[src/rtl/spi_pkg.sv]
`default_nettype none
// ============================================================================
// Module      : spi_pkg
// Description : Shared constants and types for the 12-bit SPI loopback.
// Revision    : 1.0 - initial release
// ============================================================================
package spi_pkg;

    localparam int DATA_W       = 12;
    localparam int CLK_DIV_HALF = 10;
    localparam int CNT_W        = $clog2(DATA_W + 1);

    typedef enum logic [0:0] {
        IDLE = 1'b0,
        SEND = 1'b1
    } master_state_t;

endpackage
`default_nettype wire

[src/rtl/spi_master.sv]
`default_nettype none
// ============================================================================
// Module      : spi_master
// Description : SCLK divider and LSB-first transmit FSM advancing on SCLK rises.
// Revision    : 1.0 - initial release
// ============================================================================
module spi_master
    import spi_pkg::*;
(
    input  logic              clk,
    input  logic              rst,
    input  logic              i_newd,
    input  logic [DATA_W-1:0] i_din,
    output logic              o_sclk,
    output logic              o_cs,
    output logic              o_mosi
);

    localparam logic [3:0]       c_DIV_LAST = 4'(CLK_DIV_HALF - 1);
    localparam logic [CNT_W-1:0] c_BITS     = CNT_W'(DATA_W);

    logic [3:0]        r_div;
    logic              r_sclk;
    logic              w_rise;

    master_state_t     r_state, w_state_nxt;
    logic [DATA_W-1:0] r_data,  w_data_nxt;
    logic [CNT_W-1:0]  r_cnt,   w_cnt_nxt;
    logic              r_cs,    w_cs_nxt;
    logic              r_mosi,  w_mosi_nxt;

    always_ff @(posedge clk) begin
        if (rst) begin
            r_div  <= '0;
            r_sclk <= 1'b0;
        end else if (r_div == c_DIV_LAST) begin
            r_div  <= '0;
            r_sclk <= ~r_sclk;
        end else begin
            r_div  <= r_div + 4'd1;
        end
    end

    // The edge on which sclk is about to go high
    assign w_rise = (r_div == c_DIV_LAST) && !r_sclk;

    always_ff @(posedge clk) begin
        if (rst) begin
            r_state <= IDLE;
            r_data  <= '0;
            r_cnt   <= '0;
            r_cs    <= 1'b1;
            r_mosi  <= 1'b0;
        end else begin
            r_state <= w_state_nxt;
            r_data  <= w_data_nxt;
            r_cnt   <= w_cnt_nxt;
            r_cs    <= w_cs_nxt;
            r_mosi  <= w_mosi_nxt;
        end
    end

    always_comb begin
        w_state_nxt = r_state;
        w_data_nxt  = r_data;
        w_cnt_nxt   = r_cnt;
        w_cs_nxt    = r_cs;
        w_mosi_nxt  = r_mosi;
        if (w_rise) begin
            case (r_state)
                IDLE: begin
                    w_cs_nxt   = 1'b1;
                    w_mosi_nxt = 1'b0;
                    if (i_newd) begin
                        w_data_nxt  = i_din;
                        w_cs_nxt    = 1'b0;
                        w_mosi_nxt  = i_din[0];
                        w_cnt_nxt   = CNT_W'(1);
                        w_state_nxt = SEND;
                    end
                end
                SEND: begin
                    if (r_cnt < c_BITS) begin
                        w_mosi_nxt = r_data[r_cnt];
                        w_cnt_nxt  = r_cnt + CNT_W'(1);
                    end else if (i_newd) begin
                        // Chain straight into the next frame with cs held low
                        w_data_nxt = i_din;
                        w_mosi_nxt = i_din[0];
                        w_cnt_nxt  = CNT_W'(1);
                    end else begin
                        w_cs_nxt    = 1'b1;
                        w_mosi_nxt  = 1'b0;
                        w_state_nxt = IDLE;
                    end
                end
                default: w_state_nxt = IDLE;
            endcase
        end
    end

    assign o_sclk = r_sclk;
    assign o_cs   = r_cs;
    assign o_mosi = r_mosi;

endmodule
`default_nettype wire

[src/rtl/spi_slave.sv]
`default_nettype none
// ============================================================================
// Module      : spi_slave
// Description : Samples mosi on sclk falls while cs is low and assembles words.
// Revision    : 1.0 - initial release
// ============================================================================
module spi_slave
    import spi_pkg::*;
(
    input  logic              clk,
    input  logic              rst,
    input  logic              sclk,
    input  logic              i_cs,
    input  logic              i_mosi,
    output logic [DATA_W-1:0] o_dout,
    output logic              o_done
);

    localparam logic [CNT_W-1:0] c_LAST = CNT_W'(DATA_W - 1);

    logic              r_sclk_q;
    logic [DATA_W-1:0] r_sr;
    logic [CNT_W-1:0]  r_cnt;
    logic [DATA_W-1:0] r_dout;
    logic              w_fall;
    logic              w_last;
    logic [DATA_W-1:0] w_word;

    // Fall is seen in the cycle right after sclk drops, while mosi is mid-bit
    assign w_fall = r_sclk_q && !sclk && !i_cs && !rst;
    assign w_last = w_fall && (r_cnt == c_LAST);
    assign w_word = {i_mosi, r_sr[DATA_W-1:1]};

    always_ff @(posedge clk) begin
        if (rst) begin
            r_sclk_q <= 1'b0;
            r_sr     <= '0;
            r_cnt    <= '0;
            r_dout   <= '0;
        end else begin
            r_sclk_q <= sclk;
            if (i_cs) begin
                r_cnt <= '0;
            end else if (w_fall) begin
                r_sr <= w_word;
                if (w_last) begin
                    r_cnt  <= '0;
                    r_dout <= w_word;
                end else begin
                    r_cnt <= r_cnt + CNT_W'(1);
                end
            end
        end
    end

    // Completed word is forwarded in the done cycle, then held in r_dout
    assign o_done = w_last;
    assign o_dout = w_last ? w_word : r_dout;

endmodule
`default_nettype wire

[src/rtl/spi_master_and_slave.sv]
`default_nettype none
// ============================================================================
// Module      : spi_master_and_slave
// Description : 12-bit SPI loopback: master serialises din, slave rebuilds dout.
// Revision    : 1.0 - initial release
// ============================================================================
module spi_master_and_slave
    import spi_pkg::*;
(
    input  logic              clk,
    input  logic              rst,
    input  logic              newd,
    input  logic [DATA_W-1:0] din,
    output logic [DATA_W-1:0] dout,
    output logic              done
);

    logic w_cs;
    logic w_sclk;
    logic w_mosi;

    spi_master m1 (
        .clk    (clk),
        .rst    (rst),
        .i_newd (newd),
        .i_din  (din),
        .o_sclk (w_sclk),
        .o_cs   (w_cs),
        .o_mosi (w_mosi)
    );

    spi_slave s1 (
        .clk    (clk),
        .rst    (rst),
        .sclk   (w_sclk),
        .i_cs   (w_cs),
        .i_mosi (w_mosi),
        .o_dout (dout),
        .o_done (done)
    );

endmodule
`default_nettype wire

[config.mk]
export PLATFORM = sky130hd
export DESIGN_NAME = spi_master_and_slave
export DESIGN_NICKNAME = d
export VERILOG_FILES = /design/src/rtl/spi_pkg.sv /design/src/rtl/spi_master.sv /design/src/rtl/spi_slave.sv /design/src/rtl/spi_master_and_slave.sv
export SDC_FILE = /design/constraint.sdc
export NUM_CORES = 1
export LEC_CHECK = 0
export BUFFER_PORTS_ARGS = -buffer_cell sky130_fd_sc_hd__buf_2
export CORE_UTILIZATION = 48
export CTS_BUF_LIST = sky130_fd_sc_hd__clkbuf_4 sky130_fd_sc_hd__clkbuf_8
export DETAILED_ROUTE_END_ITERATION = 16
export PLACE_DENSITY = 0.79
export SKIP_LAST_GASP = 1
export SLEW_MARGIN = 30
export SYNTH_ARGS = -nofsm -noshare
export SYNTH_HDL_FRONTEND = slang
export SYNTH_SLANG_ARGS = --single-unit
[constraint.sdc]
create_clock -name clk -period 5.01 [get_ports clk]
set_input_delay 0.7515 -clock clk [delete_from_list [all_inputs] [get_ports clk]]
set_output_delay 0.7515 -clock clk [all_outputs]
set_load 0.005 [all_outputs]
Yosys cells after proc, flatten, opt, wreduce, memory -nomap -nowiden
Cells that the tools add are included.
Storage, ports and cells
  bits in registers: 53
  bits of input ports: 15
  output and inout port bits: 13
  word-level logic and storage cells: 56
Cells by class
  add/sub/neg operators: 3
  magnitude comparators: 2
  equal/unequal tests: 4
  multiplexer cells: 20
  bitwise gates (word level): 3
  reductions and logical operators: 13
Operators with widths (number)
  two-way mux 12 bit: 3
  one-hot mux 12 bit (2 select lines): 1
  adder 4 x 1 -> 4 bit, second input constant: 3
  two-way mux 4 bit: 3
  == test 4 bit, second input constant: 2
  two-way mux 1 bit: 8
  one-hot mux 4 bit (2 select lines): 1
  one-hot mux 1 bit (2 select lines): 3
  logical AND 1 bit: 5
  less-than comparator 4 x 5 -> 1 bit, second input constant: 1
  binary-select mux 1 bit (select 4 bit): 1
  less-than comparator 4 bit, second input constant: 1
  != test 2 bit, second input constant: 2
  AND reduction 2 bit: 2
  OR reduction 2 bit: 2
  logical NOT 1 bit: 3
  inverter 1 bit: 3
  AND reduction 3 bit: 1

Depth between registers and ports, before layout
  depth in word-level cells: 6
  mapped depth: 7
  depth with buffers taken out: 6

Cells and area by module
Synthesis repeated with hierarchy kept, for this count alone.
Unflattened totals
  cell total of the unflattened synthesis: 259
  area, all modules: 2306.0 um2
Modules (own cells, without submodules)
  spi_slave: times used 1, cells each 143, area each 1196.1 um2, sequential area each 560.5 um2
  spi_master: times used 1, cells each 116, area each 1109.8 um2, sequential area each 480.5 um2

Least setup slack after synthesis
No wires, ideal clock.
  kind: input to output
  start: in rst
  end: out dout[0]
  data arrival time: 1.751 ns
  required time: 4.259 ns
  slack: 2.507 ns
  stages: 4
  buffers on the path: 1
  cells stage by stage: nor4b_4 nand4b_4 buf_6 mux2_4
On the way
  word-level cells in the longest chain between the ends: 4
RTL lines
  from (decl): line spi_master_and_slave.sv:11  | input logic rst,
  logical NOT 1 bit: line spi_slave.sv:30  | assign w_fall = r_sclk_q && !sclk && !i_cs && !rst;
  logical AND 1 bit: line spi_slave.sv:30
  logical AND 1 bit: line spi_slave.sv:31  | assign w_last = w_fall && (r_cnt == c_LAST);
  two-way mux 12 bit: line spi_slave.sv:58  | assign o_dout = w_last ? w_word : r_dout;
  to (decl): line spi_master_and_slave.sv:14  | output logic [DATA_W-1:0] dout,
No other way between the ends.

Final worst setup path
  start: in rst
  end: out dout[10]
Same word-level chain as after synthesis.

==> reports/qor.txt <==
status = completed
syn nets = 240
clk root buf = clkbuf_8
largest fanout on the critical path = 50
detail-routed via count per cell = 5.24
layout cells sized above 1 = 22.9%
Slew HR = 40.4%
final setup fails = 0
core area = 4380 um2
Critical Path RT = 4.26 ns
postcts setup bufs = 0
RSZ-0062 raised after global routing = false
TritonRoute pass-1 iters = 4
Yosys reg bits = 52
HPWL Detailed = 2430 um
leakage = 0.00108 uW
CP Launch Point = rst
gr ovfl total = 0
Clock transition at path regs = 0.09 ns
Buffers on Ports = 27
Synth Area in Adders = 2.28%
nets = 263
yosys warns = 0
multiplexer share of the synthesized area = 17.3%
area delta synth->final = 11.2%
initial drt markers = 94
post-synthesis compound-gate area fraction = 9.07%
initial antenna violation count = 0
skew final = 0.00829 ns
num ports = 28
Initial Util = 50.0%
Peak VDD IR = 0.000224 V
simple-gate share of the synthesized area = 20.6%
Final Cycle Share = 72.1%
actual slew at the worst max-slew pin = 0.895 ns
CTS Hold Bufs = 0
commonest non-fill, non-tap cell in the layout = dfxtp_1
total track usage = 16.0%
sequential share of the synthesized area = 47.5%
min cycle time layout = 3.61 ns
Routed WL = 3610 um
R2R cell count = 4
Clk Latency, worst-skew pair = 0.29 ns
r2r startpoint = m1.o_sclk
CTS tree = done
largest family of logic cells by synthesized area = simple AND/OR/NAND/NOR gates
commonest non-fill, non-tap cells in the layout = dfxtp_1, nand2_1, buf_2, nor2_1, a21oi_1
# clock sinks = 52
mapped cell area = 2190 um2
Critical Path Source Type = input pin
PwrDens = 279 nW/um2
Synth Area per Inst = 9.92 um2
die width = 69.6 um
largest net degree at the start of global routing = 51
Crit. End Element = output port
Hold Crit Class = reg -> reg
worst setup path class = in -> out
chip height = 69.6 um
# H-tree levels = 2
DRC = 0
first-pass GRT wire length = 6270 um
Yosys cell types = 37
max-cap violation count = 0
Max clock buf depth = 2
Max Slew Vio Count = 0
hold path start = s1.r_sr[1]
flop2flop setup slack = 2.80 ns
Routed WL per cell = 12.1 um
Worst EP arrival = 2.86 ns
final hold vios = 0
Synth Instances = 221
ANT nets after route = 0
num rows = 24
antenna cells = 0
Setup TNS Final = 0 ns
via count = 1557
achievable frequency = 277 MHz
Num CTS Buffers = 5
hold slack = 0.466 ns
XOR/XNOR Fraction of Synth Area = 0.399%
hold depth = 2
vias in the first global route = 1437
routability congestion estimate = 0.747
# resized after CTS = 0
die area = 4840 um2
fin util = 55.7%
[synthesized netlist by cell type]
cell / number / area [um2]
dfxtp_1: 52 / 1040
nand2_1: 30 / 113
nor2_1: 22 / 82.6
a21oi_1: 20 / 100
mux2i_1: 14 / 140
nor2b_1: 14 / 87.6
clkbuf_1: 7 / 26.3
mux2_4: 7 / 105
mux2_2: 6 / 67.6
o21ai_0: 5 / 25.0
ha_1: 4 / 50.1
a21boi_0: 3 / 22.5
inv_1: 3 / 11.3
mux4_2: 3 / 67.6
nand2b_1: 3 / 18.8
nand3_1: 3 / 15.0
buf_2: 2 / 10.0
nand4_1: 2 / 12.5
nor3_1: 2 / 10.0
nor3b_1: 2 / 15.0
a2111oi_0: 1 / 8.76
a21bo_2: 1 / 10.0
a22oi_1: 1 / 7.51
and3_1: 1 / 6.26
and4bb_2: 1 / 12.5
buf_1: 1 / 3.75
buf_6: 1 / 11.3
nand3b_1: 1 / 7.51
nand4b_4: 1 / 23.8
nand4bb_1: 1 / 11.3
nor4b_4: 1 / 23.8
o211a_1: 1 / 10.0
o21a_1: 1 / 7.51
o21bai_1: 1 / 7.51
or2_2: 1 / 6.26
or3_1: 1 / 6.26
xnor2_1: 1 / 8.76
[routing by layer]
layer | part of all wire [%] | GRT usage [%]
met1 | 50 | 20.2
met2 | 45 | 26.5
met3 | 3.9 | 4.22
met4 | 1.1 | 5.44
met5 | 0 | 0
[flip-flops by register name (all words and copies together) (netlist names)]
name         flops
m1.r_data       12
s1.r_dout       12
s1.r_sr         11
m1.r_cnt         4
m1.r_div         4
s1.r_cnt         4
m1.o_cs          1
m1.o_mosi        1
m1.o_sclk        1
m1.r_state       1
s1.r_sclk_q      1
[logic make-up after synthesis]
kind of cell / count (synthesis)
buf+inv: 14
simple gates: 86
mux: 30
fa+ha+maj: 4
compound gates: 34
xor+xnor: 1
flops: 52
[worst max-delay path, cell delays in order]
cell and delay, ns:
buf_2 0.38, nor4b_4 0.77, nand4b_4 0.40, mux2_4 0.41
buf_2 0.13
[where the power goes]
| part | internal, uW | switching [uW] | leakage [uW] |
|---|---|---|---|
| registers | 415 | 2.29 | 0.000419 |
| logic | 7.47 | 10.8 | 0.000614 |
| clock network | 118 | 127 | 0.0000479 |
[through the flow]
stage               setup WS [ns]  cell area, um2  cells  power, uW
finish                       1.40            2440    297        681
global route                 1.18            2440    297        708
CTS                          1.35            2440    297        691
detailed placement           1.37            2340    289        446
global placement             1.39            2340    289        445
floorplan                    2.51            2190    221        437
[final cells by class]
cell class / count / area, um2
Timing Repair Buffer: 27 / 135
Multi-Input combinational cell: 155 / 1090
Inverter: 3 / 11.3
Sequential cell: 52 / 1040
Tap cell: 52 / 65.1
Clock inverter: 1 / 7.51
Fill cell: 393 / 1940
Clock buffer: 7 / 90.1
[final timing paths]
check / endpoint
setup / recovery: dout[10]
hold / removal: s1.r_sr[1]
setup reg to reg: s1.r_dout[0]
hold reg to reg: s1.r_sr[1]
No activity file was read; power rests on OpenSTA's default activity.
